[src/rtl/weight_loader_pkg.sv]
// Shared definitions for the weight loader: FSM state encoding,
// words-per-host-word derivation and the width compatibility check.
package weight_loader_pkg;

    typedef enum logic [1:0] {
        S_ADDR,
        S_COUNT,
        S_LOAD,
        S_EMIT
    } state_t;

    localparam int ADDR_WIDTH = 32;

    // Weights carried by one host stream word.
    function automatic int pack_of(input int host_w, input int data_w);
        return host_w / data_w;
    endfunction

    // Host word must hold a whole number of weight words.
    function automatic bit width_ok(input int host_w, input int data_w);
        return (data_w > 0) && (host_w >= data_w)
            && (host_w % data_w == 0);
    endfunction

endpackage

[src/rtl/weight_loader.sv]
// Weight loader: unpacks a valid/ready host packet (address, count,
// packed data words) into one weight-bus write per cycle.
//
// Ports:
//   clk, rst      rising-edge clock, synchronous active-high reset
//   s_data        host stream word (HOST_WIDTH)
//   s_valid       s_data valid
//   s_ready       loader accepts s_data this cycle
//   weight_data   weight value (DATA_WIDTH, raw bits)
//   weight_addr   global weight address (32)
//   weight_we     write strobe, one write per high cycle
//   busy          high from header-address accept until done
//   load_done     one-cycle pulse at the end of a packet
module weight_loader
    import weight_loader_pkg::*;
#(
    parameter int DATA_WIDTH  = 16,
    parameter int HOST_WIDTH  = 32,
    parameter int COUNT_WIDTH = 24
) (
    input  logic                  clk,
    input  logic                  rst,
    input  logic [HOST_WIDTH-1:0] s_data,
    input  logic                  s_valid,
    output logic                  s_ready,
    output logic [DATA_WIDTH-1:0] weight_data,
    output logic [ADDR_WIDTH-1:0] weight_addr,
    output logic                  weight_we,
    output logic                  busy,
    output logic                  load_done
);

    localparam int PACK = pack_of(HOST_WIDTH, DATA_WIDTH);
    localparam int SW   = (PACK > 1) ? $clog2(PACK) : 1;

    generate
        if (!width_ok(HOST_WIDTH, DATA_WIDTH)) begin : g_bad_width
            $error("HOST_WIDTH must be a multiple of DATA_WIDTH");
        end
    endgenerate

    state_t                  state_q, state_d;
    logic [ADDR_WIDTH-1:0]   addr_q, addr_d;
    logic [COUNT_WIDTH-1:0]  rem_q, rem_d;
    logic [SW-1:0]           slice_q, slice_d;
    logic [HOST_WIDTH-1:0]   sreg_q, sreg_d;

    logic                    s_ready_d;
    logic [DATA_WIDTH-1:0]   wdata_d;
    logic [ADDR_WIDTH-1:0]   waddr_d;
    logic                    we_d;
    logic                    busy_d;
    logic                    done_d;

    logic                    xfer;
    logic [HOST_WIDTH-1:0]   shifted;
    logic [COUNT_WIDTH-1:0]  rem_dec;
    logic [ADDR_WIDTH-1:0]   addr_inc;

    assign xfer     = s_valid && s_ready;
    assign shifted  = sreg_q >> DATA_WIDTH;
    assign rem_dec  = rem_q - COUNT_WIDTH'(1);
    assign addr_inc = addr_q + ADDR_WIDTH'(1);

    // In S_EMIT the output registers already show the current write:
    // addr_q is its address, rem_q counts it, sreg_q[DATA_WIDTH-1:0]
    // is its data. The cycle decides what the next edge presents.
    always_comb begin
        state_d = state_q;
        addr_d  = addr_q;
        rem_d   = rem_q;
        slice_d = slice_q;
        sreg_d  = sreg_q;
        wdata_d = weight_data;
        waddr_d = weight_addr;
        we_d    = 1'b0;
        busy_d  = busy;
        done_d  = 1'b0;

        unique case (state_q)
            S_ADDR: begin
                if (xfer) begin
                    addr_d  = ADDR_WIDTH'(s_data);
                    busy_d  = 1'b1;
                    state_d = S_COUNT;
                end
            end
            S_COUNT: begin
                if (xfer) begin
                    rem_d = s_data[COUNT_WIDTH-1:0];
                    if (s_data[COUNT_WIDTH-1:0] == '0) begin
                        done_d  = 1'b1;
                        busy_d  = 1'b0;
                        state_d = S_ADDR;
                    end else begin
                        state_d = S_LOAD;
                    end
                end
            end
            S_LOAD: begin
                if (xfer) begin
                    sreg_d  = s_data;
                    slice_d = '0;
                    we_d    = 1'b1;
                    wdata_d = s_data[DATA_WIDTH-1:0];
                    waddr_d = addr_q;
                    state_d = S_EMIT;
                end
            end
            S_EMIT: begin
                addr_d  = addr_inc;
                rem_d   = rem_dec;
                sreg_d  = shifted;
                slice_d = slice_q + SW'(1);
                if (rem_dec == '0) begin
                    // Upper slices of a partial word are dropped here.
                    done_d  = 1'b1;
                    busy_d  = 1'b0;
                    state_d = S_ADDR;
                end else if (slice_q == SW'(PACK - 1)) begin
                    state_d = S_LOAD;
                end else begin
                    we_d    = 1'b1;
                    wdata_d = shifted[DATA_WIDTH-1:0];
                    waddr_d = addr_inc;
                end
            end
            default: begin
                state_d = S_ADDR;
            end
        endcase

        s_ready_d = (state_d != S_EMIT);
    end

    always_ff @(posedge clk) begin
        if (rst) begin
            state_q     <= S_ADDR;
            addr_q      <= '0;
            rem_q       <= '0;
            slice_q     <= '0;
            sreg_q      <= '0;
            s_ready     <= 1'b0;
            weight_data <= '0;
            weight_addr <= '0;
            weight_we   <= 1'b0;
            busy        <= 1'b0;
            load_done   <= 1'b0;
        end else begin
            state_q     <= state_d;
            addr_q      <= addr_d;
            rem_q       <= rem_d;
            slice_q     <= slice_d;
            sreg_q      <= sreg_d;
            s_ready     <= s_ready_d;
            weight_data <= wdata_d;
            weight_addr <= waddr_d;
            weight_we   <= we_d;
            busy        <= busy_d;
            load_done   <= done_d;
        end
    end

endmodule
[config.mk]
export PLATFORM = sky130hd
export DESIGN_NAME = weight_loader
export DESIGN_NICKNAME = d
export VERILOG_FILES = /design/src/rtl/weight_loader_pkg.sv /design/src/rtl/weight_loader.sv
export SDC_FILE = /design/constraint.sdc
export NUM_CORES = 1
export LEC_CHECK = 0
export ABC_AREA = 1
export CAP_MARGIN = 15
export CORE_MARGIN = 10
export CORE_UTILIZATION = 61
export CTS_CLUSTER_SIZE = 28
export DETAILED_ROUTE_END_ITERATION = 12
export GPL_TIMING_DRIVEN = 0
export PLACE_DENSITY = 0.85
export SLEW_MARGIN = 25
export SYNTH_ARGS = -nofsm -noshare
export SYNTH_HDL_FRONTEND = slang
export SYNTH_SLANG_ARGS = --single-unit
[constraint.sdc]
create_clock -name clk -period 4.02 [get_ports clk]
set_clock_uncertainty 0.2 [all_clocks]
set_input_delay 0.603 -clock clk [delete_from_list [all_inputs] [get_ports clk]]
set_output_delay 0.603 -clock clk [all_outputs]
set_load 0.005 [all_outputs]
### Word-level counts from Yosys, hierarchy flattened

Index checks and enable logic that the tools add are counted.

| operators by class | value |
|---|---|
| mux-type cells | 35 |
| reductions and logical operators | 13 |
| $add $sub $neg | 3 |
| equal/unequal tests | 11 |

Operator list:

| cell | number |
|---|---|
| $pmux 32 s2 | 3 |
| $mux 32 | 4 |
| $logic_not 24->1 | 2 |
| $mux 16 | 3 |
| $pmux 24 s2 | 1 |
| $add 32x1->32 const B | 1 |
| $pmux 16 s2 | 1 |
| $mux 24 | 1 |
| $sub 24x1->24 const B | 1 |
| $ne 2x2->1 const B | 8 |
| $mux 2 | 6 |
| $mux 1 | 11 |
| $pmux 2 s4 | 1 |
| $pmux 1 s2 | 3 |
| $reduce_and 2->1 | 3 |
| $reduce_bool 2->1 | 3 |
| $reduce_and 5->1 | 1 |
| $eq 2x2->1 const B | 2 |
| $reduce_and 4->1 | 1 |
| $pmux 1 s3 | 1 |
| $reduce_bool 3->1 | 1 |
| $eq 2x1->1 const B | 1 |
| $logic_not 2->1 | 1 |
| $add 1x1->1 const B | 1 |
| $logic_and 1x1->1 | 1 |

| word-level totals | value |
|---|---|
| register bits after elaboration | 143 |
| logic and storage cells | 73 |
| output and inout port bits | 52 |
| input port bits | 35 |

### Logic depth before layout (Yosys ltp)

| depth | value |
|---|---|
| depth in word-level cells | 5 |
| mapped depth | 17 |
| gate-level depth less buffers | 16 |

### Least setup slack after synthesis

Ideal clock, no wire load.

| timing path | value |
|---|---|
| kind | reg2reg |
| start | register rem_q[0] |
| end | register weight_addr[0] |
| setup time | 0.115 ns |
| buffers on the path | 2 |
| stages on the path, launching flop included | 18 |
| arrival | 1.993 ns |
| clock period less this slack | 2.308 ns |
| slack | 1.712 ns |
| data required time | 3.705 ns |
| cell sequence | dfxtp_1 > inv_1 > ha_1 > nand2_2 > nor2_4 > nand2_1 > nand2_1 > nand2_1 > nor2_1 > nand2_1 > nor2_1 > nand2_1 > o21bai_2 > buf_6 > buf_2 > nand3_1 > nand2_1 > nor2_1 |

| on the way | value |
|---|---|
| word-level cells in the longest chain between the ends | 4 |

Ends and longest elaborated chain:

| what | RTL line | RTL |
|---|---|---|
| start: declaration | weight_loader.sv:44 | `logic [COUNT_WIDTH-1:0] rem_q, rem_d;` |
| start signal: assignment | weight_loader.sv:152 | `rem_q <= rem_d;` |
| $sub 24x1->24 | weight_loader.sv:62 | `assign rem_dec = rem_q - COUNT_WIDTH'(1);` |
| $logic_not 24->1 | weight_loader.sv:115 | `if (rem_dec == '0) begin` |
| $ne 2x2->1 (no source line) | n/a |  |
| $reduce_and 4->1 (no source line) | n/a |  |
| end signal: assignment | weight_loader.sv:157 | `weight_addr <= waddr_d;` |
| end: declaration | weight_loader.sv:27 | `output logic [ADDR_WIDTH-1:0] weight_addr,` |

Every way passes these cells.
A chain may end at the register's enable or synchronous reset.

### Worst setup path in the final report

| timing path | value |
|---|---|
| start | register rem_q[0] |
| end | register weight_addr[24] |

Same word-level chain as after synthesis.

==> summary.txt <==
Worst setup path
  • CP Launch Point: rem_q[0]
  • CP Class: flop to flop
  • R2r endpoint: weight_addr[24]
  • CP cell instances: inv_1, ha_1, inv_1, nand2_1, nand3_1, nor3_1, nand2_1, nor2_1, nand2_1, o21bai_2, buf_6, buf_4, nand3_1, nand2_1, nor2_2
  • Slowest stage delay, CP: 0.35 ns
  • Arrival time worst endpoint: 3.19 ns
  • Startpoint Class: flop
  • Critical-path maximum fanout: 10
  • R2r startpoint: rem_q[0]
  • CP max-delay cell: dfxtp_1
  • Worst EP required: 4.16 ns
  • Worst r2r path cells: 15
  • Crit. End Element: flop
  • Most frequent CP cell: nand2_1
  • CP Capture Point: weight_addr[24]
  • R2R Setup Slk: 0.97 ns

Yosys
  • Synth Cell Area: 0.00731 mm²
  • Post-synthesis simple-gate area fraction: 34.4%
  • Flops & latches, synth: 127
  • Post-Syn Nets: 1199
  • Unique cell type count in the Yosys netlist: 40
  • Post-synthesis instance total: 1161
  • Seq/Total Area, Yosys: 34.8%
  • Complex-gate fraction of the synthesized area: 17.0%
  • Synth Area in XOR/XNOR: 2.40%
  • Largest family of logic cells by synthesized area: simple AND/OR/NAND/NOR gates
  • Multiplexer share of the synthesized area: 0%
  • Yosys warning count: 0
  • Mean post-synth cell area: 6.29 µm²
  • Synth Area in Adders: 0.514%

Power
  • Power per cell area: 388 mW/mm²
  • Max IR drop VDD: 373 µV
  • P_leak: 3.86 nW

Routing
  • Number of remaining DRC errors: 0
  • Drt total wl: 26.0 mm
  • Avg WL per Cell: 18.3 µm
  • DR iter-0 viols: 1192
  • ANT nets after route: 0
  • Initial DRT Pass Iterations: 6
  • Vias per inst: 6.09
  • Total number of vias: 8653

Finish
  • Commonest cells after routing, fill and taps aside: nand2_1 (292), nor2_1 (141), inv_1 (131), dfxtp_1 (127), nand3_1 (92)
  • Layout cells sized above 1: 5.40%
  • Area growth, synth to finish: 22.3%
  • Commonest non-fill, non-tap cell in the layout: nand2_1
  • Total Nets Final: 1303
  • Fin area: 0.00893 mm²
  • Final antenna diode count: 0
  • Post-layout util: 77.3%

Global route
  • First-pass GRT wire length: 40.6 mm
  • Initial antenna violation count: 0
  • Pin count of the biggest net entering global routing: 17
  • Grt total ovfl: 0
  • Global Route Usage Sum: 30.6%
  • Vias in the first global route: 8131

CTS
  • Postcts setup bufs: 0
  • CTS Sinks: 127
  • Post-CTS Resized: 0
  • Worst-skew pair later-pin latency: 0.44 ns
  • Hold_buf cts: 0
  • H-tree depth: 4
  • CTS max path bufs: 2
  • Cts bufs inserted: 17
  • CTS tree: yes
  • Clock root buffer: clkbuf_16
  • Clk slew on worst S/H paths: 0.06 ns

Die
  • Std-Cell Rows: 39
  • Die height: 129 µm
  • Boundary pin count: 87
  • Core area: 0.0116 mm²
  • Initial core utilization: 63.2%
  • Full die area: 0.0168 mm²
  • Width of the die: 129 µm

STA
  • Slew @ Worst Pin: 0.801 ns
  • Fmax: 0.328 GHz
  • Count of final max-slew check failures: 0
  • Final Critical Period: 3.05 ns
  • Setup violators final: 0
  • Slew margin rel.: 46.6%
  • Unrepaired setup endpoints after global routing: no
  • Final period util: 75.9%
  • Sum Neg Setup Slack: 0 ns
  • Hold Fails Final Rpt: 0
  • Hold_ws: 0.266 ns

Flow run
  • Max Cap Violations: 0

Placement
  • Gpl congestion: 1.03
  • Post-placement cell area: 0.00834 mm²
  • Final HPWL DP: 19.2 mm
  • I/O Buffers: 85

Status
  • Status: completed

Hold path
  • Hold WC Path Type: flop to flop
==> metrics by stage <==
stage	setup WS [ns]	total power, W	std cells
6_report	0.967	0.00347	1421
5_1_grt	0.728	0.00358	1421
4_1_cts	1.09	0.00344	1421
3_5_place_dp	1.02	0.00189	1389
3_3_place_gp	1.05	0.00188	1389
2_1_floorplan	1.71	0.00171	1161
==> area by class of cell <==
class                   count  area [µm²]
plain buffers              61         288
clock buffers              27         523
clock inverters             5        75.1
fillers                   903        2630
inverters                 135         507
multi-input cells         838        3970
flip-flops and latches    127        2540
well taps                 143         179
repair buffers             85         851
==> cell usage after synthesis (all sizes together) <==
library cell  count  area (µm²)
a21oi            91         482
a221oi           14         123
a311oi            1        8.76
a31oi            18         113
and2              3        18.8
and3              1        6.26
buf              16         119
clkbuf           45         169
clkinv            2        7.51
dfxtp           127        2540
ha                3        37.5
inv             133         499
nand2           294        1110
nand3            93         470
nand3b            1        7.51
nand4            24         150
nor2            154         621
nor3             15        75.1
nor3b             1        7.51
nor4              5        31.3
o211ai            2        15.0
o21a              4        30.0
o21ai            82         410
o21bai            1        11.3
o22ai             8        50.1
or2               3        18.8
xnor2             1        8.76
xor2             19         166
==> cell families after synthesis <==
logic type               count (synthesis)
AND/OR/NAND/NOR                        594
AO/OA/AOI/OAI                          221
buffers and inverters                  196
flip-flops                             127
XOR/XNOR                                20
adder cells (fa/ha/maj)                  3
==> flip-flops by register name, summed over array words and instances (netlist names), 2 cells and up <==
signal,flops
addr_q,32
weight_addr,32
rem_q,24
sreg_q,16
weight_data,16
state_q,2
==> report_power, final <==
| group | total [W] | internal, W | switching (W) | leakage, nW |
|---|---|---|---|---|
| clock network | 0.00158 | 0.00101 | 0.000570 | 0.297 |
| registers | 0.00136 | 0.00131 | 0.0000527 | 1.03 |
| logic | 0.000527 | 0.000189 | 0.000338 | 2.54 |
==> worst min path at each step <==
| stage | startpoint | end | slack, ns | cells after the start |
|---|---|---|---|---|
| after floorplan | slice_q | slice_q | 0.24 | 2 |
| after global placement | slice_q | slice_q | 0.24 | 2 |
| after detailed placement | slice_q | slice_q | 0.25 | 2 |
| after CTS | slice_q | slice_q | 0.26 | 2 |
| after global routing | sreg_q[19] | sreg_q[19] | 0.28 | 2 |
| final | sreg_q[30] | sreg_q[30] | 0.27 | 2 |
==> layer usage <==
layer	vias up	global-route usage, %	routed length, µm
met5	-	0	0
met4	0	20.2	1610
met3	136	8.85	2840
met2	587	50.3	12300
met1	3932	34.1	9230
li1	3998	-	-
==> critical path, delay by kind of cell, from the launching register on <==
kind / cells / cell delay [ns]
adders and majority gates: 1 / 0.31
and+or+nand+nor: 9 / 1.15
DFF: 1 / 0.35
buffers and inverters: 4 / 0.75
AOI/OAI and AO/OA: 1 / 0.17
Note: power is estimated with default switching activity, not from simulation.
